==> config.mk <==
export PLATFORM = sky130hd
export DESIGN_NAME = serial_compare_ctrl_flat
export DESIGN_NICKNAME = d
export VERILOG_FILES = /design/src/rtl/serial_compare_ctrl_pkg.sv /design/src/rtl/serial_compare_ctrl_if.sv /design/src/rtl/serial_compare_ctrl_step.sv /design/src/rtl/serial_compare_ctrl.sv /design/src/flat_wrapper.sv
export SDC_FILE = /design/constraint.sdc
export NUM_CORES = 1
export LEC_CHECK = 0
export CAP_MARGIN = 25
export CORE_MARGIN = 5
export CORE_UTILIZATION = 51
export CTS_BUF_LIST = sky130_fd_sc_hd__clkbuf_4 sky130_fd_sc_hd__clkbuf_8
export DETAILED_ROUTE_END_ITERATION = 6
export GPL_TIMING_DRIVEN = 0
export PLACE_DENSITY = 0.82
export RECOVER_POWER = 25
export SYNTH_ARGS = -nofsm -noshare
export SYNTH_HDL_FRONTEND = slang
export SYNTH_SLANG_ARGS = --single-unit
==> constraint.sdc <==
create_clock -name iClk -period 1.59 [get_ports iClk]
set_input_delay 0.318 -clock iClk [delete_from_list [all_inputs] [get_ports iClk]]
set_output_delay 0.318 -clock iClk [all_outputs]
set_load 0.03 [all_outputs]
==> src/rtl/serial_compare_ctrl_pkg.sv <==
// serial_compare_ctrl_pkg: FSM state encoding and one-hot compare result constants.
package serial_compare_ctrl_pkg;
  typedef enum logic [1:0] {IDLE = 2'd0, RUN = 2'd1, DONE = 2'd2} state_e;
  localparam logic [2:0] CMP_GT = 3'b100;
  localparam logic [2:0] CMP_LT = 3'b010;
  localparam logic [2:0] CMP_EQ = 3'b001;
endpackage

==> src/rtl/serial_compare_ctrl_if.sv <==
// serial_compare_ctrl_if: start/operand request and ready/done/result response bundle.
interface serial_compare_ctrl_if #(parameter int WIDTH = 32) ();
  logic             iStart;
  logic [WIDTH-1:0] iData_a;
  logic [WIDTH-1:0] iData_b;
  logic             oReady;
  logic             oDone;
  logic [2:0]       oData;
  modport master (output iStart, iData_a, iData_b, input oReady, oDone, oData);
  modport slave (input iStart, iData_a, iData_b, output oReady, oDone, oData);
endinterface

==> src/rtl/serial_compare_ctrl_step.sv <==
// compare_nibble_step: one LSB-first cascade step; a differing nibble overrides lower-order history.
module compare_nibble_step
  import serial_compare_ctrl_pkg::*;
(
  input  logic [3:0] a_i,
  input  logic [3:0] b_i,
  input  logic [2:0] casc_i,
  output logic [2:0] casc_o
);
  always_comb begin
    casc_o = (a_i > b_i) ? CMP_GT : (a_i < b_i) ? CMP_LT : casc_i;
  end
endmodule

==> src/rtl/serial_compare_ctrl.sv <==
// serial_compare_ctrl: nibble-serial magnitude compare, N=WIDTH/4 RUN cycles per operation.
// Define SIGNED_CMP_EN for two's-complement compare (sign bits inverted at operand latch).
module serial_compare_ctrl
  import serial_compare_ctrl_pkg::*;
#(
  parameter int WIDTH = 32
) (
  input logic                iClk,
  input logic                iRst,
  serial_compare_ctrl_if.slave bus
);
  localparam int N  = WIDTH / 4;
  localparam int CW = $clog2(N);
  state_e           state_q, state_d;
  logic [WIDTH-1:0] a_q, a_d, b_q, b_d, a_in, b_in;
  logic [CW-1:0]    cnt_q, cnt_d;
  logic [2:0]       casc_q, casc_d, data_q, data_d, step;
  logic             accept, run, last;
`ifdef SIGNED_CMP_EN
  localparam logic [WIDTH-1:0] SIGN_FLIP = {1'b1, {(WIDTH-1){1'b0}}};
  assign a_in = bus.iData_a ^ SIGN_FLIP;
  assign b_in = bus.iData_b ^ SIGN_FLIP;
`else
  assign a_in = bus.iData_a;
  assign b_in = bus.iData_b;
`endif
  compare_nibble_step u_step (
    .a_i    (a_q[3:0]),
    .b_i    (b_q[3:0]),
    .casc_i (casc_q),
    .casc_o (step)
  );
  always_ff @(posedge iClk) begin
    if (iRst) state_q <= IDLE;
    else      state_q <= state_d;
  end
  always_comb begin
    accept  = (state_q == IDLE) && bus.iStart;
    run     = (state_q == RUN);
    last    = run && (cnt_q == CW'(N - 1));
    state_d = (state_q == IDLE) ? (bus.iStart ? RUN : IDLE) :
              run               ? (last ? DONE : RUN) : IDLE;
  end
  always_comb begin
    bus.oReady = (state_q == IDLE);
    bus.oDone  = (state_q == DONE);
    bus.oData  = data_q;
  end
  // Operands shift right so only the low nibble ever reaches the step logic.
  always_comb begin
    a_d    = accept ? a_in : run ? (a_q >> 4) : a_q;
    b_d    = accept ? b_in : run ? (b_q >> 4) : b_q;
    cnt_d  = accept ? '0 : run ? cnt_q + CW'(1) : cnt_q;
    casc_d = accept ? CMP_EQ : run ? step : casc_q;
    data_d = last ? step : data_q;
  end
  always_ff @(posedge iClk) begin
    if (iRst) begin
      a_q    <= '0;
      b_q    <= '0;
      cnt_q  <= '0;
      casc_q <= CMP_EQ;
      data_q <= 3'b000;
    end else begin
      a_q    <= a_d;
      b_q    <= b_d;
      cnt_q  <= cnt_d;
      casc_q <= casc_d;
      data_q <= data_d;
    end
  end
endmodule

==> src/flat_wrapper.sv <==
// flat-port wrapper written by rule: the top's interface ports become plain ports
module serial_compare_ctrl_flat import serial_compare_ctrl_pkg::*;
#(
  parameter int WIDTH = 32
)
  (iClk, iRst, bus_iStart, bus_iData_a, bus_iData_b, bus_oReady, bus_oDone, bus_oData);
  serial_compare_ctrl_if #(.WIDTH(WIDTH)) bus_i ();
  input logic iClk;
  input logic iRst;
  input wire logic [$bits(bus_i.iStart)-1:0] bus_iStart;
  input wire logic [$bits(bus_i.iData_a)-1:0] bus_iData_a;
  input wire logic [$bits(bus_i.iData_b)-1:0] bus_iData_b;
  output wire logic [$bits(bus_i.oReady)-1:0] bus_oReady;
  output wire logic [$bits(bus_i.oDone)-1:0] bus_oDone;
  output wire logic [$bits(bus_i.oData)-1:0] bus_oData;
  assign bus_i.iStart = bus_iStart;
  assign bus_i.iData_a = bus_iData_a;
  assign bus_i.iData_b = bus_iData_b;
  assign bus_oReady = bus_i.oReady;
  assign bus_oDone = bus_i.oDone;
  assign bus_oData = bus_i.oData;
  serial_compare_ctrl #(.WIDTH(WIDTH)) u_core (.iClk(iClk), .iRst(iRst), .bus(bus_i));
endmodule
=== Yosys cells after proc, flatten, opt, wreduce, memory -nomap -nowiden ===
Cells that the tools add are included.
W data, S select, Z words.

* Logic and storage cells: 27
* Bits in registers: 75
* Bits of input ports: 67
* Output and inout port bits: 5

* Add/subtract/negate cells: 1
* Order comparisons: 2
* Reduce and logical (&&, ||, !) cells: 5
* Muxes and demuxes: 10
* Equal/unequal tests: 3

{| class="wikitable"
|+ Operator list
! operator !! count
|-
| $mux W32 || 4
|-
| $mux W2 || 3
|-
| $mux W3 || 2
|-
| $gt A4 B4 Y1 || 1
|-
| $lt A4 B4 Y1 || 1
|-
| $add A3 B1 Y3 const B || 1
|-
| $eq A3 B3 Y1 const B || 1
|-
| $eq A2 B1 Y1 const B || 1
|-
| $eq A2 B2 Y1 const B || 1
|-
| $logic_and A1 B1 Y1 || 2
|-
| $logic_not A2 Y1 || 1
|-
| $reduce_bool A2 Y1 || 1
|-
| $reduce_or A2 Y1 || 1
|-
| $mux W1 || 1
|}

=== Longest topological paths before layout ===
Gate-level depths: netlist of run 1.

* Depth after elaboration: 5
* Mapped depth: 7

=== Cells and area by module ===
From an unflattened synthesis of run 1, not the netlist that was laid out.

* Cells, all modules: 430
* Area total of the unflattened synthesis: 3632.2 µm²

{| class="wikitable"
|+ By module, submodules not included
! module !! area an instance (µm²) !! instances !! cells each
|-
| serial_compare_ctrl || 3494.6 || 1 || 413
|-
| compare_nibble_step || 137.6 || 1 || 17
|}

=== Least setup slack after synthesis of run 1 ===
Ideal clock, no wire load.

* Kind: register to register
* Start point: register u_core.b_q[3]
* End point: register u_core.data_q[0] (netlist: u_core.bus.oData[0])
* Arrival time: 1.399 ns
* Clock period less this slack: 1.468 ns
* Buffers on the path: 0
* Data required time: 1.521 ns
* Path slack: 0.122 ns
* Cell stages (with the launch flop): 6
* Library setup time: 0.069 ns
* Cells stage by stage: dfxtp_1 > inv_1 > ha_1 > nand4_1 > or4b_1 > o21ai_1

* Word-level cells in the longest chain between the ends: 3
* Elaborated cells between the ends (all ways): 4
* Those cells by class: 2 x order compare; 2 x mux

{| class="wikitable"
|+ RTL lines
! item !! RTL line !! RTL
|-
| from (decl) || serial_compare_ctrl.sv:15 || <nowiki>logic [WIDTH-1:0] a_q, a_d, b_q, b_d, a_in, b_in;</nowiki>
|-
| from (signal assigned) || serial_compare_ctrl.sv:60 || <nowiki>b_q <= '0;</nowiki>
|-
| from (signal assigned) || serial_compare_ctrl.sv:66 || <nowiki>b_q <= b_d;</nowiki>
|-
| $lt A4 B4 Y1 || serial_compare_ctrl_step.sv:11 || <nowiki>casc_o = (a_i > b_i) ? CMP_GT : (a_i < b_i) ? CMP_LT : casc_i;</nowiki>
|-
| $mux W3 || serial_compare_ctrl_step.sv:11 ||
|-
| $mux W3 * || serial_compare_ctrl_step.sv:11 ||
|-
| to (signal assigned) || serial_compare_ctrl.sv:69 || <nowiki>data_q <= data_d;</nowiki>
|-
| to (decl) || serial_compare_ctrl.sv:17 || <nowiki>logic [2:0] casc_q, casc_d, data_q, data_d, step;</nowiki>
|}

Mark *: on every way between the ends. The rest lies on a longest branch, timed or not.
A chain may end at the register's enable or synchronous reset.

=== Worst setup path in the final report of run 1 ===
* Start point: register u_core.b_q[1]
* End point: register u_core.casc_q[2]

* Word-level cells in the longest chain between the ends: 3
* Elaborated cells between the ends (all ways): 4
* Those cells by class: 2 x order compare; 2 x mux

{| class="wikitable"
|+ RTL lines
! item !! RTL line !! RTL
|-
| $lt A4 B4 Y1 || serial_compare_ctrl_step.sv:11 ||
|-
| $mux W3 || serial_compare_ctrl_step.sv:11 ||
|-
| $mux W3 * || serial_compare_ctrl_step.sv:11 ||
|-
| to (signal assigned) || serial_compare_ctrl.sv:68 || <nowiki>casc_q <= casc_d;</nowiki>
|-
| to (decl) || serial_compare_ctrl.sv:17 ||
|}

Marks and branches as above.

==> metrics.md, run 1 <==
| Metric | Value |
|---|---|
| Outcome | finished with violations |
| Failing checks | setup timing |
| Via count | around 2900 |
| GRT overflow | 0 |
| DR vias/cell | approximately 5.6 |
| Synth Area per Inst | 8.55 um2 |
| CTS Buf Count | 9 |
| Arrival time at the worst endpoint | 1850 ps |
| Seq/Total Area, Yosys | 50.0% |
| Setup Total Neg Slack | -29.1 ps |
| Maximum vdd drop | roughly 660 uV |
| Root buffer cell | clkbuf_8 |
| RSZ-0062 raised after global routing | true |
| Syn_nets | about 420 |
| CP max-delay cell | a2111oi_2 |
| Crit path capture type | register |
| GP Congestion | 0.839 |
| First-pass GRT wire length | approximately 13 mm |
| # diodes | 0 |
| Worst hold-check path type | reg2reg |
| Final slew viol count | 0 |
| Fin crit share | 102% |
| NumNets Final | just over 500 |
| TritonRoute pass-1 iters | 5 |
| Peak Freq | roughly 600 MHz |
| Largest net degree at the start of global routing | 13 |
| Htree depth | 3 |
| Syn-to-layout area delta | 37.4% |
| CP Launch Type | register |
| DIE AREA | 7520 um2 |
| # rows | 28 |
| Final number of setup-violating endpoints | 1 |
| Crit path cell chain | inv_1 > ha_1 > nor2b_4 > o211ai_1 > and2_4 > a2111oi_2 |
| Register Area | approximately 1500 um2 |
| Met2 wire length | between 3 and 4 mm |
| Starting Density | between 50% and 60% |
| Drt drc | 0 |
| Worst EP required | ~1800 ps |
| Total I/O pin count | roughly 70 |
| Top Layer Used | met4 |
| Clock sink count | 75 |
| Clock transition at path regs | ~80 ps |
| Max cap viols | 0 |
| Max-slew headroom | slightly below 70% |
| Final setup margin | -29.1 ps |
| Tightest Pin Transition | ~470 ps |
| Top FF cell, synth | dfxtp_1 |
| M1 WL | roughly 3.5 mm |
| WL final | between 7 and 8 mm |
| Port Buf Inserts | 71 |
| Total power | ~4.4 mW |
| DP Worst Slack | -411 ps |
| Die height | 86.7 um |
| CP Max Fanout | 4 |
| Pwr dens | between 1000 and 1500 nW/um2 |
| DIE WIDTH | between 80 and 90 um |
| CTS tree | yes |
| Post-DRT Antenna Nets | 0 |
| Leakage | 1.54 nW |
| Worst Setup Path Type | reg2reg |
| Area of the multi-input gates | about 1400 um2 |
| Critical path's largest stage delay | 350 ps |
| Total track usage | a little over a fifth |
| Metal3 WL | between 400 and 500 um |
| Initial antenna violation count | 0 |
| Detail Placement HPWL | approximately 5.6 mm |
| Hold WS | approximately 450 ps |
| Cells after synthesis | about 350 |
| Clock latency on the worst-skew pair | 340 ps |
| Wire per inst | 15.1 um |
| Mapped cell area | between 3000 and 4000 um2 |
| Post-synth EDFFs | 0 |
| Layout cells sized above 1 | between 10% and 20% |
| Clk_skew | between 9 and 10 ps |
| Final worst path period need | 1620 ps |
| Synth Warn # | 0 |
| Vias in the first global route | ~2800 |
| Post-synthesis async set-or-reset flop share | 0% |
| Core box area | a little under 6000 um2 |
| Yosys reg bits | 75 |
| DRC marker count from the first detailed-route iteration | 189 |
| Final hold vios | 0 |
| Number of fill cells | between 400 and 500 |
| Synth unique cells | 31 |
| Maximum root-to-sink buffer count | 2 |
## state kept, by name, indices dropped and copies added, names as in the netlist
| signal | flops |
|---|---|
| u_core.a_q | 32 |
| u_core.casc_q | 3 |
| u_core.bus.oData | 3 |
| u_core.cnt_q | 3 |
| u_core.b_q | 32 |
| u_core.state_q | 2 |
## synth_stat cells, types with 2 or more instances
master	instances	area (um2)
mux2i_1	2	20.0
nor2_1	10	37.5
inv_1	6	22.5
nand3b_1	2	15.0
dfxtp_1	75	1500
nor2b_1	2	12.5
ha_1	6	75.1
a31oi_1	2	12.5
nand3_1	8	40.0
a21oi_1	68	340
a22oi_1	56	420
nor3_1	4	20.0
buf_2	11	55.1
clkbuf_1	13	48.8
nand2_1	66	248
buf_4	2	15.0
buf_1	4	15.0
## through the flow
| stage | instances | util [%] | cell area, um2 |
|---|---|---|---|
| after floorplan | 351 | - | 3000 |
| after global placement | 497 | 65.4 | 3810 |
| after detailed placement | 497 | 65.4 | 3810 |
| after CTS | 516 | 70.0 | 4070 |
| after global routing | 519 | 70.9 | 4120 |
| final | 519 | 70.9 | 4120 |
## worst max-delay path, delay by kind of cell (launching register included)
| family | cells | cell delay [ps] |
|---|---|---|
| AO/OA/AOI/OAI | 2 | 500 |
| adder cells (fa/ha/maj) | 1 | 280 |
| buffers and inverters | 1 | 40 |
| flip-flops | 1 | 330 |
| AND/OR/NAND/NOR | 2 | 350 |
## cells by family after synthesis
| group | count (synthesis) | share of synthesized area, % |
|---|---|---|
| flops | 75 | 50.0 |
| buf+inv | 36 | 5.21 |
| fa+ha+maj | 6 | 2.50 |
| compound gates | 132 | 27.2 |
| xor+xnor | 1 | 0.292 |
| mux | 2 | 0.667 |
| simple gates | 99 | 14.1 |
## cell usage in the layout, fill, tap and decap left out, types with 3 or more instances in the layout
master,synthesis,layout
dfxtp_1,75,73
a21oi_1,68,68
nand2_1,66,66
clkdlybuf4s50_1,0,65
a22oi_1,56,56
buf_4,2,12
clkbuf_8,0,10
nor2_1,10,9
buf_2,11,9
clkbuf_2,0,8
nand3_1,8,8
inv_1,6,6
clkbuf_1,13,6
ha_1,6,5
nor3_1,4,4
dlygate4sd2_1,0,4
clkbuf_4,0,3
## per-layer routing
layer,vias up,global-route usage (%)
li1,1436,-
met1,1361,27.2
met2,86,35.6
met3,13,3.61
met4,0,8.92
met5,-,0
## final timing paths
check                                                 start                             to  slack (ps)  depth (start not counted)
worst min register to register  u_core.b_q[19]$_SDFFE_PP0P_    u_core.b_q[19]$_SDFFE_PP0P_         450                          2
worst max register to register   u_core.b_q[1]$_SDFFE_PP0P_  u_core.casc_q[2]$_SDFFE_PP0P_         -30                          6
worst min-delay path            u_core.b_q[19]$_SDFFE_PP0P_    u_core.b_q[19]$_SDFFE_PP0P_         450                          2
worst max-delay path             u_core.b_q[1]$_SDFFE_PP0P_  u_core.casc_q[2]$_SDFFE_PP0P_         -30                          6
## power by group
part / internal [mW] / switching [mW] / total [mW]
Combinational: 0.384 / 0.374 / 0.758
Sequential: 2.00 / 0.0659 / 2.07
Clock: 0.912 / 0.670 / 1.58
## layout make-up
| cell class | instances | share of cell area (%) |
|---|---|---|
| buffer | 30 | 3.94 |
| clock buffer | 10 | 3.34 |
| clock inverter | 5 | 1.88 |
| inverter | 6 | 0.546 |
| multi-input combinational | 240 | 33.3 |
| sequential | 75 | 36.5 |
| tap | 75 | 2.28 |
| timing repair buffer | 78 | 18.3 |
## timing repair
| item | in CTS | in global routing |
|---|---|---|
| gates cloned | 0 | 0 |
| hold buffers | 0 | 0 |
| pin swaps | 1 | 1 |
| buffers inserted | 4 | 3 |
| setup endpoints to repair | 51 | 59 |
| resized for setup | 18 | 23 |
(Power assumes the default switching activity.)
==> run 2: changes to the inputs <==
--- a/config.mk
+++ b/config.mk
@@ -13,6 +13,7 @@
 export GPL_TIMING_DRIVEN = 0
 export PLACE_DENSITY = 0.82
 export RECOVER_POWER = 25
+export SKIP_CTS_REPAIR_TIMING = 1
 export SYNTH_ARGS = -nofsm -noshare
 export SYNTH_HDL_FRONTEND = slang
 export SYNTH_SLANG_ARGS = --single-unit
==> metrics.md, run 2 (synthesized netlist as in run 1, its figures left out) <==
| Metric | Value |
|---|---|
| Die height | 86.7 um |
| Max cap viols | 0 |
| DIE WIDTH | 86.7 um |
| Largest registers | u_core.a_q: 32 flops, u_core.b_q: 32 flops |
| Initial antenna violation count | 0 |
| Starting Density | 51.6% |
| Detail Placement HPWL | between 5 and 6 mm |
| Seq pwr share | a little under half |
| DIE AREA | roughly 7500 um2 |
| Layout cells sized above 1 | 13.8% |
| Final setup margin | -38.1 ps |
| TritonRoute pass-1 iters | 5 |
| Core box area | approximately 5800 um2 |
| Maximum root-to-sink buffer count | 2 |
| Clock sink count | 75 |
| Total track usage | 20.9% |
| Fin crit share | 102% |
| Total I/O pin count | 72 |
| WL final | 7.97 mm |
| Wire per inst | 15.4 um |
| # diodes | 0 |
| Tightest Pin Transition | 487 ps |
| Failing checks | setup timing |
| DR vias/cell | between 5 and 6 |
| Leakage | roughly 1.5 nW |
| CP Max Fanout | 5 |
| Clk_skew | ~9 ps |
| Switching Share | between 20% and 30% |
| Switch Pwr | around 1.1 mW |
| Combinational power share | about 17% |
| Worst Setup Path Type | reg2reg |
| Maximum vdd drop | 644 uV |
| Largest net degree at the start of global routing | 13 |
| Port Buf Inserts | just over 70 |
| Final Util | 71.1% |
| Number of fill cells | 462 |
| Worst EP required | about 1900 ps |
| CP Launch Type | register |
| DRC marker count from the first detailed-route iteration | between 150 and 200 |
| Root buffer cell | clkbuf_8 |
| Post-DRT Antenna Nets | 0 |
| Final std cells w/o fill | 516 |
| Drt drc | 0 |
| GRT overflow | 0 |
| First-pass GRT wire length | 12.5 mm |
| Most frequent cells in the layout | dfxtp_1, a21oi_1, nand2_1, clkdlybuf4s50_1, a22oi_1 |
| Final number of setup-violating endpoints | 2 |
| Design area | roughly 4100 um2 |
| # rows | 28 |
| RSZ-0062 raised after global routing | true |
| Peak Freq | between 600 and 700 MHz |
| Cell area after placement | between 3000 and 4000 um2 |
| Worst hold-check path type | reg2reg |
| Syn-to-layout area delta | 37.7% |
| Commonest non-fill, non-tap cell in the layout | dfxtp_1 |
| NumNets Final | 510 |
| Clock power share | a little over a third |
| Arrival time at the worst endpoint | ~1900 ps |
| Outcome | finished with violations |
| Vias in the first global route | 2808 |
| Placed instance count | between 400 and 500 |
| GP Congestion | 0.839 |
| Via count | around 3000 |
| Crit path capture type | register |
| Final worst path period need | 1630 ps |
| CTS Buf Count | 9 |
| Clock transition at path regs | about 80 ps |
| Clock latency on the worst-skew pair | approximately 340 ps |
| Pwr dens | 1070 nW/um2 |
| Max-slew headroom | 67.6% |
| Htree depth | 3 |
| Internal Power | approximately 3.3 mW |
| Final hold vios | 0 |
| Final slew viol count | 0 |
| CTS tree | yes |
==> run 2: critical path, cell delays in order (launching register included) <==
cell and delay [ps]:
dfxtp_2 340, inv_1 70, ha_4 260, nand4_1 190, or4b_1 560, o21ai_1 130
==> run 2: routing by layer <==
| layer | wire length (um) | track usage (%) |
|---|---|---|
| met1 | 3400 | 26.4 |
| met2 | 3800 | 34.9 |
| met3 | 616 | 3.61 |
| met4 | 148 | 9.49 |
| met5 | 0 | 0 |
==> run 2: worst paths after layout <==
path | startpoint | endpoint | slack [ps] | cells after the start
worst min register to register | u_core.b_q[19]$_SDFFE_PP0P_ | u_core.b_q[19]$_SDFFE_PP0P_ | 450 | 2
worst max register to register | u_core.b_q[1]$_SDFFE_PP0P_ | u_core.bus.oData[0]$_SDFFE_PP0P_ | -40 | 5
worst min-delay path | u_core.b_q[19]$_SDFFE_PP0P_ | u_core.b_q[19]$_SDFFE_PP0P_ | 450 | 2
worst max-delay path | u_core.b_q[1]$_SDFFE_PP0P_ | u_core.bus.oData[0]$_SDFFE_PP0P_ | -40 | 5
==> run 2: final cells by class <==
type / instances / area [um2] / area share (%)
Sequential cell: 75 / 1510 / 36.4
Buffer: 30 / 165 / 4.00
Timing Repair Buffer: 75 / 718 / 17.4
Multi-Input combinational cell: 240 / 1410 / 34.2
Inverter: 6 / 22.5 / 0.545
Clock inverter: 5 / 77.6 / 1.88
Clock buffer: 10 / 138 / 3.33
Tap cell: 75 / 93.8 / 2.27
==> run 2: per-stage QoR <==
step           TNS, ps  setup slack (ps)  hold WS [ps]  power, mW
6_report         -57.3             -38.1           455       4.41
3_3_place_gp    -20640              -392           441       2.75
2_1_floorplan        0               122           420       2.48
3_5_place_dp    -22000              -411           446       2.78
4_1_cts          -4410              -274           456       4.34
5_1_grt           -315             -87.8           472       4.59
==> run 2: power by group through the flow <==
stage | Sequential, mW | Combinational (mW) | Clock, mW
after global placement | 2.10 | 0.652 | 0
after detailed placement | 2.11 | 0.670 | 0
after global routing | 2.08 | 0.828 | 1.68
after floorplan | 2.09 | 0.392 | 0
after CTS | 2.06 | 0.676 | 1.60
final | 2.07 | 0.754 | 1.58
==> run 3: changes to the inputs <==
--- a/config.mk
+++ b/config.mk
@@ -5,7 +5,6 @@
 export SDC_FILE = /design/constraint.sdc
 export NUM_CORES = 1
 export LEC_CHECK = 0
-export CAP_MARGIN = 25
 export CORE_MARGIN = 5
 export CORE_UTILIZATION = 51
 export CTS_BUF_LIST = sky130_fd_sc_hd__clkbuf_4 sky130_fd_sc_hd__clkbuf_8
==> results of run 3 <==
Final layout, timing and power as in run 2 (identical DEF).
